### config.mk
export PLATFORM = sky130hd
export DESIGN_NAME = apb_gpi_irq_flat
export DESIGN_NICKNAME = d
export VERILOG_FILES = /design/src/rtl/apb_gpi_irq_pkg.sv /design/src/rtl/apb_gpi_irq_if.sv /design/src/rtl/apb_gpi_irq_in_ch.sv /design/src/rtl/apb_gpi_irq.sv /design/src/flat_wrapper.sv
export SDC_FILE = /design/constraint.sdc
export NUM_CORES = 1
export LEC_CHECK = 0
export CORE_MARGIN = 2
export CORE_UTILIZATION = 49
export CTS_CLUSTER_DIAMETER = 40
export DETAILED_ROUTE_END_ITERATION = 8
export GPL_ROUTABILITY_DRIVEN = 0
export PLACE_DENSITY_LB_ADDON = 0.05
export SLEW_MARGIN = 0
export SYNTH_ARGS = -nofsm -noshare
export SYNTH_HDL_FRONTEND = slang
export SYNTH_SLANG_ARGS = --single-unit
### constraint.sdc
create_clock -name PCLK -period 2.09 [get_ports PCLK]
set_input_delay 0.418 -clock PCLK [delete_from_list [all_inputs] [get_ports PCLK]]
set_output_delay 0.418 -clock PCLK [all_outputs]
set_load 0.01 [all_outputs]
### src/rtl/apb_gpi_irq_pkg.sv
// Shared register offsets, address decode enum and ISR update helper for apb_gpi_irq.
package gpi_pkg;

  localparam logic [4:0] GPI_CR_OFS   = 5'h00;
  localparam logic [4:0] GPI_IDR_OFS  = 5'h04;
  localparam logic [4:0] GPI_RISE_OFS = 5'h08;
  localparam logic [4:0] GPI_FALL_OFS = 5'h0C;
  localparam logic [4:0] GPI_IER_OFS  = 5'h10;
  localparam logic [4:0] GPI_ISR_OFS  = 5'h14;

  typedef enum logic [2:0] {
    GPI_REG_CR   = 3'd0,
    GPI_REG_IDR  = 3'd1,
    GPI_REG_RISE = 3'd2,
    GPI_REG_FALL = 3'd3,
    GPI_REG_IER  = 3'd4,
    GPI_REG_ISR  = 3'd5,
    GPI_REG_RSV6 = 3'd6,
    GPI_REG_RSV7 = 3'd7
  } gpi_reg_e;

  typedef enum logic {
    APB_IDLE = 1'b0,
    APB_ACK  = 1'b1
  } apb_state_e;

  // Clear is applied first so a coincident set always survives.
  function automatic logic [31:0] gpi_isr_next(input logic [31:0] isr,
                                               input logic [31:0] set,
                                               input logic [31:0] w1c);
    return (isr & ~w1c) | set;
  endfunction

endpackage

### src/rtl/apb_gpi_irq_if.sv
// APB slave bus bundle for apb_gpi_irq; the master drives, the peripheral responds.
interface apb_gpi_irq_if;
  logic [4:0]  PADDR;
  logic        PWRITE;
  logic        PENABLE;
  logic        PSEL;
  logic [31:0] PWDATA;
  logic [31:0] PRDATA;
  logic        PREADY;

  modport master (output PADDR, PWRITE, PENABLE, PSEL, PWDATA,
                  input  PRDATA, PREADY);
  modport slave  (input  PADDR, PWRITE, PENABLE, PSEL, PWDATA,
                  output PRDATA, PREADY);
endinterface

### src/rtl/apb_gpi_irq_in_ch.sv
// One input pin: synchroniser, optional debouncer (GPI_DEBOUNCE_EN), prev flop, edge strobes.
module gpi_in_ch #(
  parameter int unsigned SYNC_STAGES = 2,
  parameter int unsigned DEB_CYCLES  = 4
) (
  input  logic clk_i,
  input  logic rst_ni,
  input  logic pin_i,
  output logic filt_o,
  output logic rise_o,
  output logic fall_o
);

  logic [SYNC_STAGES-1:0] sync_q;
  logic                   sync;
  logic                   prev_q;

  always_ff @(posedge clk_i or negedge rst_ni) begin
    if (!rst_ni) sync_q <= '0;
    else         sync_q <= {sync_q[SYNC_STAGES-2:0], pin_i};
  end

  assign sync = sync_q[SYNC_STAGES-1];

`ifdef GPI_DEBOUNCE_EN
  localparam int unsigned CW = $clog2(DEB_CYCLES + 1);

  logic [CW-1:0] cnt_q, cnt_d;
  logic          filt_q, filt_d;

  // Counter tracks consecutive disagreeing cycles; the last one flips filt.
  always_comb begin
    cnt_d  = '0;
    filt_d = filt_q;
    if (sync != filt_q) begin
      if (cnt_q == CW'(DEB_CYCLES - 1)) filt_d = sync;
      else                              cnt_d  = cnt_q + CW'(1);
    end
  end

  always_ff @(posedge clk_i or negedge rst_ni) begin
    if (!rst_ni) begin
      cnt_q  <= '0;
      filt_q <= 1'b0;
    end else begin
      cnt_q  <= cnt_d;
      filt_q <= filt_d;
    end
  end

  assign filt_o = filt_q;
`else
  assign filt_o = sync;
`endif

  always_ff @(posedge clk_i or negedge rst_ni) begin
    if (!rst_ni) prev_q <= 1'b0;
    else         prev_q <= filt_o;
  end

  assign rise_o = filt_o & ~prev_q;
  assign fall_o = ~filt_o & prev_q;

endmodule

### src/rtl/apb_gpi_irq.sv
// APB general-purpose input block with edge-latched W1C interrupt status and level irq.
// Optional per-pin debounce is enabled by defining GPI_DEBOUNCE_EN.
module apb_gpi_irq
  import gpi_pkg::*;
#(
  parameter int unsigned WIDTH       = 8,
  parameter int unsigned SYNC_STAGES = 2,
  parameter int unsigned DEB_CYCLES  = 4
) (
  input  logic             PCLK,
  input  logic             PRESETn,
  apb_gpi_irq_if.slave     apb,
  input  logic [WIDTH-1:0] gpi,
  output logic             irq
);

  logic [WIDTH-1:0] filt, rise, fall;

  for (genvar i = 0; i < WIDTH; i++) begin : g_ch
    gpi_in_ch #(
      .SYNC_STAGES (SYNC_STAGES),
      .DEB_CYCLES  (DEB_CYCLES)
    ) u_ch (
      .clk_i  (PCLK),
      .rst_ni (PRESETn),
      .pin_i  (gpi[i]),
      .filt_o (filt[i]),
      .rise_o (rise[i]),
      .fall_o (fall[i])
    );
  end

  apb_state_e       state_q;
  logic             pready_q;
  logic [31:0]      prdata_q;

  logic [WIDTH-1:0] cr_q, cr_d;
  logic [WIDTH-1:0] rise_en_q, rise_en_d;
  logic [WIDTH-1:0] fall_en_q, fall_en_d;
  logic [WIDTH-1:0] ier_q, ier_d;
  logic [WIDTH-1:0] isr_q, isr_d;

  logic             access, wr;
  gpi_reg_e         sel;
  logic [WIDTH-1:0] wdata, w1c, isr_set;
  logic [31:0]      isr_full, rdata;
  logic             unused_bits;

  assign access = apb.PSEL & apb.PENABLE & ~pready_q;
  assign wr     = access & apb.PWRITE;
  assign sel    = gpi_reg_e'(apb.PADDR[4:2]);
  assign wdata  = apb.PWDATA[WIDTH-1:0];
  assign unused_bits = ^{apb.PADDR[1:0], apb.PWDATA};

  always_comb begin
    cr_d      = cr_q;
    rise_en_d = rise_en_q;
    fall_en_d = fall_en_q;
    ier_d     = ier_q;
    w1c       = '0;
    if (wr) begin
      case (sel)
        GPI_REG_CR:   cr_d      = wdata;
        GPI_REG_RISE: rise_en_d = wdata;
        GPI_REG_FALL: fall_en_d = wdata;
        GPI_REG_IER:  ier_d     = wdata;
        GPI_REG_ISR:  w1c       = wdata;
        default: ;
      endcase
    end
    isr_set  = cr_q & ((rise & rise_en_q) | (fall & fall_en_q));
    isr_full = gpi_isr_next(32'(isr_q), 32'(isr_set), 32'(w1c));
    isr_d    = isr_full[WIDTH-1:0];
  end

  always_comb begin
    rdata = '0;
    case (sel)
      GPI_REG_CR:   rdata[WIDTH-1:0] = cr_q;
      GPI_REG_IDR:  rdata[WIDTH-1:0] = filt & cr_q;
      GPI_REG_RISE: rdata[WIDTH-1:0] = rise_en_q;
      GPI_REG_FALL: rdata[WIDTH-1:0] = fall_en_q;
      GPI_REG_IER:  rdata[WIDTH-1:0] = ier_q;
      GPI_REG_ISR:  rdata[WIDTH-1:0] = isr_q;
      default: ;
    endcase
  end

  always_ff @(posedge PCLK or negedge PRESETn) begin
    if (!PRESETn) begin
      cr_q      <= '0;
      rise_en_q <= '0;
      fall_en_q <= '0;
      ier_q     <= '0;
      isr_q     <= '0;
    end else begin
      cr_q      <= cr_d;
      rise_en_q <= rise_en_d;
      fall_en_q <= fall_en_d;
      ier_q     <= ier_d;
      isr_q     <= isr_d;
    end
  end

  // ACK always returns to IDLE, so an access still held during ACK is not repeated.
  always_ff @(posedge PCLK or negedge PRESETn) begin
    if (!PRESETn) begin
      state_q  <= APB_IDLE;
      pready_q <= 1'b0;
      prdata_q <= '0;
    end else begin
      case (state_q)
        APB_IDLE: begin
          if (access) begin
            state_q  <= APB_ACK;
            pready_q <= 1'b1;
            if (!apb.PWRITE) prdata_q <= rdata;
          end
        end
        APB_ACK: begin
          state_q  <= APB_IDLE;
          pready_q <= 1'b0;
        end
        default: begin
          state_q  <= APB_IDLE;
          pready_q <= 1'b0;
        end
      endcase
    end
  end

  assign apb.PRDATA = prdata_q;
  assign apb.PREADY = pready_q;
  assign irq        = |(isr_q & ier_q);

endmodule

### src/flat_wrapper.sv
// flat-port wrapper written by rule: the top's interface ports become plain ports
module apb_gpi_irq_flat import gpi_pkg::*;
#(
  parameter int unsigned WIDTH       = 8,
  parameter int unsigned SYNC_STAGES = 2,
  parameter int unsigned DEB_CYCLES  = 4
)
  (PCLK, PRESETn, gpi, irq, apb_PADDR, apb_PWRITE, apb_PENABLE, apb_PSEL, apb_PWDATA, apb_PRDATA, apb_PREADY);
  apb_gpi_irq_if apb_i ();
  input  logic PCLK;
  input  logic PRESETn;
  input  logic [WIDTH-1:0] gpi;
  output logic irq;
  input wire logic [$bits(apb_i.PADDR)-1:0] apb_PADDR;
  input wire logic [$bits(apb_i.PWRITE)-1:0] apb_PWRITE;
  input wire logic [$bits(apb_i.PENABLE)-1:0] apb_PENABLE;
  input wire logic [$bits(apb_i.PSEL)-1:0] apb_PSEL;
  input wire logic [$bits(apb_i.PWDATA)-1:0] apb_PWDATA;
  output wire logic [$bits(apb_i.PRDATA)-1:0] apb_PRDATA;
  output wire logic [$bits(apb_i.PREADY)-1:0] apb_PREADY;
  assign apb_i.PADDR = apb_PADDR;
  assign apb_i.PWRITE = apb_PWRITE;
  assign apb_i.PENABLE = apb_PENABLE;
  assign apb_i.PSEL = apb_PSEL;
  assign apb_i.PWDATA = apb_PWDATA;
  assign apb_PRDATA = apb_i.PRDATA;
  assign apb_PREADY = apb_i.PREADY;
  apb_gpi_irq #(.WIDTH(WIDTH), .SYNC_STAGES(SYNC_STAGES), .DEB_CYCLES(DEB_CYCLES)) u_core (.PCLK(PCLK), .PRESETn(PRESETn), .apb(apb_i), .gpi(gpi), .irq(irq));
endmodule
## Word level (Yosys, flattened, before mapping)

Cells that the tools add are included.

| storage, ports and cells | value |
|---|---|
| register bits after elaboration | 74 |
| bits of input ports | 50 |
| logic and storage cells | 91 |

| cells by class | value |
|---|---|
| equality and inequality tests | 6 |
| muxes and demuxes | 7 |
| bitwise operators | 47 |
| reduce and logical (&&, ||, !) cells | 7 |

Operators with widths:

| operator | number |
|---|---|
| $and 8x8->8 | 6 |
| $pmux 8 s6 | 1 |
| $and 1x1->1 | 19 |
| $not 1->1 | 19 |
| $mux 8 | 2 |
| $or 8x8->8 | 2 |
| $not 8->8 | 1 |
| $reduce_and 2->1 | 4 |
| $reduce_or 8->1 | 1 |
| $eq 3x2->1 const B | 2 |
| $eq 3x3->1 const B | 2 |
| $pmux 1 s2 | 2 |
| $eq 3x1->1 const B | 1 |
| $logic_not 3->1 | 1 |
| $reduce_and 3->1 | 1 |
| $mux 1 | 2 |
| $ne 2x1->1 const B | 1 |

## Logic depth before layout (Yosys ltp)

Gate-level depths: netlist (run 1).

| logic depth | value |
|---|---|
| depth after elaboration | 7 |
| depth in mapped cells | 5 |
| depth with buffers taken out | 3 |

## Hierarchy

Synthesis (run 1) repeated with hierarchy kept, for this count alone.

| second synthesis, totals | value |
|---|---|
| cell total of the unflattened synthesis | 249 |
| area, all modules | 3324.4 sq um |

By module, submodules not included:

| module | instances | cells each | area an instance (sq um) |
|---|---|---|---|
| apb_gpi_irq | 1 | 209 | 2603.7 |
| gpi_in_ch | 8 | 5 | 90.1 |

## Worst setup path before layout (run 1)

OpenSTA, ideal clock, no wires.

| timing path | value |
|---|---|
| kind | register to register |
| from | reg u_core.pready_q, in the netlist u_core.apb.PREADY |
| to | reg u_core.ier_q[0] |
| setup time | 125 ps |
| arrival time | 1432 ps |
| data required time | 1965 ps |
| slack | 532 ps |
| stages on the path, launching flop included | 6 |
| path buffers | 2 |
| clock period less this slack | 1558 ps |
| cells stage by stage | dfrtp_1 > and4b_1 > buf_6 > and3b_1 > buf_6 > mux2_4 |

| on the way | value |
|---|---|
| cells in the longest elaborated chain, start to end | 4 |

RTL lines:

| element | RTL line | RTL |
|---|---|---|
| from (decl) | apb_gpi_irq.sv:34 | `logic pready_q;` |
| from (signal assigned) | apb_gpi_irq.sv:109 | `pready_q <= 1'b0;` |
| from (signal assigned) | apb_gpi_irq.sv:116 | `pready_q <= 1'b1;` |
| from (signal assigned) | apb_gpi_irq.sv:122 | `pready_q <= 1'b0;` |
| $not 1->1 | apb_gpi_irq.sv:49 | `assign access = apb.PSEL & apb.PENABLE & ~pready_q;` |
| $and 1x1->1 | apb_gpi_irq.sv:49 |  |
| $and 1x1->1 | apb_gpi_irq.sv:50 | `assign wr = access & apb.PWRITE;` |
| $reduce_and 2->1 (no line) | - |  |
| to (signal assigned) | apb_gpi_irq.sv:100 | `ier_q <= ier_d;` |
| to (decl) | apb_gpi_irq.sv:40 | `logic [WIDTH-1:0] ier_q, ier_d;` |

Every way passes these cells.
A chain may end at the register's enable or synchronous reset.

## Worst setup path after layout (run 1)

| timing path | value |
|---|---|
| from | reg u_core.ier_q[2] |
| to | out irq |

| on the way | value |
|---|---|
| cells in the longest elaborated chain, start to end | 2 |

RTL lines:

| element | RTL line | RTL |
|---|---|---|
| $and 8x8->8 | apb_gpi_irq.sv:134 | `assign irq = \|(isr_q & ier_q);` |
| $reduce_or 8->1 | apb_gpi_irq.sv:134 |  |
| to (decl) | flat_wrapper.sv:13 | `output logic irq;` |

Every way passes these cells.

==> impl_results.md, run 1 <==
- Ys Warns: 0
- Period utilisation layout: 88.9%
- Seq/Total Area, Yosys: 55.7%
- R2R Path Start: u_core.apb.PREADY
- First-pass GRT wire length: 10.7 mm
- CP Max Fanout: 3
- Worst Hold Class: primary input to asynchronous set/reset pin
- Clock root buffer: clkbuf_8
- Unrepaired setup endpoints after global routing: no
- Net Sw Frac: between 20 and 30%
- Drt first pass iters: 4
- Antenna Violating Nets Remaining: 0
- CTS Buffer Depth: 2
- Critical path arrival: approximately 1.4 ns
- Chip Width: around 86 um
- Worst vdd ir: between 400 and 500 uV
- Port buffer count: 33
- Final Worst Setup Slack: 0.232 ns
- CTS Buf Count: 9
- CP startpoint kind: register
- Distinct cells, synth: 28
- Worst-Skew Late Latency: ~0.34 ns
- Largest net degree at the start of global routing: 45
- Yosys reg bits: 74
- Final setup violation count: 0
- Internal: between 2 and 3 mW
- HPWL Detailed: ~4.5 mm
- Max Cap Viol: 0
- Power Dens Cells: around 890 nW/um^2
- Critical path data required time: around 1.7 ns
- Dpl ws: -0.0173 ns
- Final hold slack: 0.0129 ns
- Total power: 3.50 mW
- DRC: 0
- Number of global-route vias before repair: roughly 2,100
- Iter 0 DRT Violations: ~120
- Crit path capture type: output pin
- N_diodes: 0
- Clock-pin slew on the worst setup and hold paths: ~0.070 ns
- Slew Viols, Final: 0
- Clk sinks: 74
- CP endpoint: irq
- FF-to-FF path depth: 3
- Setup TNS: 0 ns
- Initial Utilization: 49.7%
- Clk pwr share: a little over a quarter
- WL per Instance: ~17 um
- TritonCTS clock tree: yes
- Layout Skew: ~0.0082 ns
- Share of cells above drive strength 1: 28.0%
- Post-Synthesis Cells: around 260
- Die height: about 86 um
- Filler cells: ~570
- Logic pwr share: between 20% and 30%
- Leak Pwr: ~1.8 nW
- Die footprint: around 7500 um^2
- Final WL: around 6.7 mm
- Final Hold Vio Count: 0
- Via-to-Cell Ratio: about 5.4
- R2R Setup Slk: between 0.4 and 0.5 ns
- Cell Rows: 30
- Postcts setup bufs: 0
- Start point of the critical path: u_core.ier_q[2]
- Switching power: 948 uW
- Htree depth: 3
- IO Pins: 84
- Initial antenna violation count: 0
- Critical path class: register to output pin
- Synthesized cell area: ~3300 um^2
- Overflow after GRT: 0
- Tmin final: approximately 1.9 ns
- Via count: ~2,100
- FF-to-FF End: u_core.cr_q[1]
- Post-Syn Area per Cell: between 10 and 15 um^2
- Core Area: 6680 um^2
- GRT Util Overall: between 10% and 20%
- F_max: between 500 and 600 MHz
- Synth-to-Final Area Change: 18.0%
- Outcome: complete, no violations
- Nets: about 360
- Part of the power in registers: between 50% and 60%
==> flip-flops by register name, summed over array words and instances, names as in the netlist <==
register and count:
u_core.apb.PRDATA 8, u_core.apb.PREADY 1, u_core.cr_q 8, u_core.fall_en_q 8, u_core.g_ch.u_ch.prev_q 8, u_core.g_ch.u_ch.sync_q 16
u_core.ier_q 8, u_core.isr_q 8, u_core.rise_en_q 8, u_core.state_q 1
==> logic make-up (layout without fill, tap and decap cells) <==
group                  Yosys count  count (layout)  synth area share, %
AOI/OAI and AO/OA               45              45                 9.23
buffers and inverters           38              71                 8.32
DFF                             74              74                 55.7
and+or+nand+nor                 52              52                 9.42
muxes                           48              48                 17.2
other                            1              24                0.113
==> layout make-up <==
cell class | instances | area [um^2] | area share [%]
well taps | 80 | 100 | 2.55
multi-input cells | 169 | 1280 | 32.6
inverters | 1 | 3.75 | 0.0957
repair buffers | 54 | 522 | 13.3
clock buffers | 13 | 149 | 3.80
clock inverters | 3 | 15.0 | 0.383
flip-flops and latches | 74 | 1850 | 47.2
==> stage by stage <==
| step | cell area, um^2 | util [%] | std cells |
|---|---|---|---|
| finish | 3920 | 58.7 | 394 |
| detailed placement | 3760 | 56.3 | 378 |
| global placement | 3760 | 56.3 | 378 |
| CTS | 3920 | 58.7 | 394 |
| global route | 3920 | 58.7 | 394 |
| floorplan | 3410 | - | 281 |
==> synthesized netlist by cell type, drive strengths merged <==
cell	number	area [um^2]
nand4	9	56.3
buf	37	273
nand2b	8	50.1
a32oi	8	70.1
and4bb	1	12.5
and4b	1	10.0
nor2	2	10.0
a31oi	8	50.1
conb	1	3.75
a22o	8	70.1
dfrtp	74	1850
nand3b	7	52.6
a22oi	4	30.0
and3b	3	28.8
a21oi	9	45.0
o21ai	7	35.0
mux2	48	571
nand3	1	10.0
nand2	17	63.8
clkinv	1	3.75
and2	1	6.26
o22ai	1	6.26
nor2b	2	12.5
==> power groups by stage <==
stage | registers (mW) | logic, mW | clock network (mW)
global placement | 1.85 | 0.712 | 0
floorplan | 1.85 | 0.384 | 0
global route | 1.87 | 0.776 | 1.04
detailed placement | 1.86 | 0.721 | 0
CTS | 1.83 | 0.721 | 0.977
finish | 1.83 | 0.712 | 0.955
==> routing by layer <==
metal  routed length, um  vias to the layer above  share of wire, %  global-route usage [%]
li1                    -                      993                 -                       -
met2                3120                       74                47                    29.2
met3                 380                       12               5.7                    4.86
met1                3050                     1064                46                    26.4
met4                 139                        0               2.1                    8.10
met5                   0                        -                 0                       0
==> placed cells by master, fill, tap and decap left out, drive strengths merged, types with 2 or more instances in the layout <==
cell and n:
clkinv 4, o21ai 7, nand2 17, a32oi 8
nor2b 2, nand2b 8, a31oi 8, and3b 3
mux2 48, a22o 8, dfrtp 74, a21oi 9
clkdlybuf4s50 31, a22oi 4, nand3b 7, clkbuf 13
buf 22, nand4 9, nor2 2, conb 24
==> worst min-delay path by stage <==
stage / startpoint / endpoint / slack [ns]
floorplan: PRESETn / u_core.apb.PRDATA[0] / 0.12
global placement: u_core.g_ch[0].u_ch.sync_q[0] / u_core.g_ch[0].u_ch.sync_q[1] / 0.33
finish: PRESETn / u_core.g_ch[4].u_ch.sync_q[1] / 0.01
CTS: PRESETn / u_core.isr_q[4] / 0.02
global route: PRESETn / u_core.g_ch[4].u_ch.sync_q[1] / 0.03
detailed placement: u_core.g_ch[0].u_ch.sync_q[0] / u_core.g_ch[0].u_ch.sync_q[1] / 0.34
==> critical path: stages (launching register included) <==
cell,delay [ns]
dfrtp_1,0.40
a22oi_1,0.24
nand4_1,0.14
dlygate4sd2_1,0.31
==> repair_timing <==
item,in CTS,in global routing
resized for setup,1,0
hold buffers,0,0
setup endpoints to repair,1,0
No activity file was read; power rests on OpenSTA's default activity.
==> inputs of run 2 (changes only) <==
--- a/config.mk
+++ b/config.mk
@@ -6,8 +6,8 @@
 export NUM_CORES = 1
 export LEC_CHECK = 0
 export CORE_MARGIN = 2
-export CORE_UTILIZATION = 49
-export CTS_CLUSTER_DIAMETER = 40
+export CORE_UTILIZATION = 44
+export CTS_CLUSTER_DIAMETER = 30
 export DETAILED_ROUTE_END_ITERATION = 8
 export GPL_ROUTABILITY_DRIVEN = 0
 export PLACE_DENSITY_LB_ADDON = 0.05
==> constraint.sdc (replaced) <==
create_clock -name PCLK -period 1.55 [get_ports PCLK]
set_input_delay 0.31 -clock PCLK [delete_from_list [all_inputs] [get_ports PCLK]]
set_output_delay 0.31 -clock PCLK [all_outputs]
set_load 0.01 [all_outputs]
==> run 2 against run 1 <==
Net effect: register-to-register slack worse by 0.43 ns; non-clock buffer count increased by 27; sequential share of layout area fell by 3.8 points; wire length grew 8.9%; the run now ends with negative setup slack left; combinational power rose by 54%; cell count rose by 12%; largest cell class unchanged; critical endpoint unchanged.
==> impl_results.md, run 2 (same netlist as run 1, synthesis figures left out) <==
- Cell Rows: 31
- Largest stage delay, worst path: 0.41 ns
- CTS Buffer Depth: 2
- Most common cell after layout, fill and taps aside: dfrtp_1
- Largest net degree at the start of global routing: 33
- Tmin final: between 1.5 and 2 ns
- Iter 0 DRT Violations: 103
- Clock-pin slew on the worst setup and hold paths: approximately 0.080 ns
- Finished Layout Cells: 440
- Failing checks: negative setup slack
- Setup TNS: -0.0324 ns
- # placed instances: 416
- CP Cell Sequence: a22oi_2, nand4_1, buf_2
- Final Util: between 50% and 60%
- Final WL: ~7.3 mm
- DRC: 0
- N_diodes: 0
- Unrepaired setup endpoints after global routing: yes
- Worst vdd ir: ~550 uV
- GRT Util Overall: 18.3%
- Critical path arrival: 1.27 ns
- Power Dens Cells: 1170 nW/um^2
- TritonCTS clock tree: yes
- Antenna Violating Nets Remaining: 0
- F_max: between 600 and 700 MHz
- Final Hold Vio Count: 0
- WL per Instance: between 15 and 20 um
- HPWL Detailed: around 5.0 mm
- Max Cap Viol: 0
- Net Sw Frac: 27.2%
- Clock root buffer: clkbuf_8
- FF-to-FF path depth: 4
- Die footprint: between 8000 and 9000 um^2
- Drt first pass iters: 4
- CP startpoint kind: register
- Leak Pwr: about 2.0 nW
- Worst-Skew Late Latency: 0.34 ns
- Logic pwr share: around 22%
- Chip Width: approximately 91 um
- Number of global-route vias before repair: ~2,200
- Filler cells: 627
- CP Max Fanout: 3
- Htree depth: 3
- Slew Viols, Final: 0
- Port buffer count: 33
- Share of cells above drive strength 1: between 30% and 40%
- Core Area: 7290 um^2
- Max reg flops: 16
- Via-to-Cell Ratio: 5.17
- Synth-to-Final Area Change: 28.5%
- Largest Register: u_core.g_ch.u_ch.sync_q
- Part of the power in registers: between 40 and 50%
- Most frequent cells in the layout: dfrtp_1, buf_4, mux2_2
- Hold depth: 3
- Outcome: complete, but fails checks
- Final setup violation count: 4
- First-pass GRT wire length: 11.6 mm
- Layout Skew: between 0.005 and 0.006 ns
- Crit path capture type: output pin
- Clk sinks: 74
- Clk pwr share: 28.7%
- Internal: 3.62 mW
- Critical path class: register to output pin
- Initial Utilization: 45.6%
- Final Worst Setup Slack: -0.0259 ns
- Period utilisation layout: 102%
- Via count: roughly 2,300
- Critical path data required time: 1.24 ns
- CTS Buf Count: 9
- Total power: ~5 mW
- Initial antenna violation count: 0
- Switching power: between 1 and 1.5 mW
- Worst Hold Class: primary input to register
- Overflow after GRT: 0
- Die height: slightly above 90 um
- IO Pins: 84
- Nets: 386
- Critical path's slowest cell: dfrtp_1
==> run 2: final cells by class <==
cell class	count	area, um^2	share of cell area [%]
Multi-Input combinational cell	169	1350	31.6
Clock buffer	10	128	2.99
Inverter	1	3.75	0.0880
Timing Repair Buffer	81	756	17.7
Sequential cell	74	1850	43.4
Tap cell	99	124	2.90
Clock inverter	6	57.6	1.35
==> run 2: per-stage QoR <==
| stage | area, um^2 | worst slack, ns | hold slack [ns] |
|---|---|---|---|
| 3_3_place_gp | 3910 | -0.396 | 0.252 |
| 5_1_grt | 4270 | -0.135 | 0.352 |
| 4_1_cts | 4150 | -0.0349 | 0.344 |
| 3_5_place_dp | 3910 | -0.439 | 0.255 |
| 6_report | 4270 | -0.0259 | 0.283 |
| 2_1_floorplan | 3410 | -0.00762 | 0.0144 |
==> run 2: repair_timing <==
item / 4_1_cts / 5_1_grt
endpoints found under the setup margin: 38 / 37
gates resized for setup: 20 / 24
hold buffers: 1 / 0
pin swaps: 3 / 2
hold endpoints to repair: 26 / 0
buffers inserted: 2 / 5
==> run 2: path summary, 6_finish.rpt <==
kind / startpoint / endpoint / slack, ns
min in group asynchronous: PRESETn / u_core.g_ch[3].u_ch.sync_q[0] / 0.43
worst min register to register: u_core.g_ch[5].u_ch.sync_q[0] / u_core.g_ch[5].u_ch.sync_q[1] / 0.34
worst max register to register: u_core.apb.PREADY / u_core.rise_en_q[7] / 0
worst max-delay path: u_core.ier_q[3] / irq / -0.03
max in group asynchronous: PRESETn / u_core.isr_q[0] / 0.57
worst min-delay path: apb_PSEL / u_core.apb.PREADY / 0.28
==> run 2: metal layers <==
metal | up-vias | global-route usage [%] | part of all wire (%)
met1 | 1147 | 25.9 | 48
met3 | 11 | 3.26 | 4.4
met5 | - | 0 | 0
met4 | 0 | 8.08 | 1.8
li1 | 1042 | - | -
met2 | 74 | 27.7 | 46
==> run 2: power by group through the flow <==
stage | logic [mW] | registers (mW) | clock network (mW)
final | 1.10 | 2.45 | 1.43
after global placement | 1.10 | 2.48 | 0
after global routing | 1.20 | 2.50 | 1.55
after floorplan | 0.518 | 2.50 | 0
after detailed placement | 1.11 | 2.48 | 0
after CTS | 1.07 | 2.45 | 1.47
==> run 2: critical path, delay by kind of cell, from the launching register on <==
kind,cells,cell delay [ns]
flip-flops,1,0.41
buffers and inverters,1,0.16
AND/OR/NAND/NOR,1,0.11
AO/OA/AOI/OAI,1,0.25
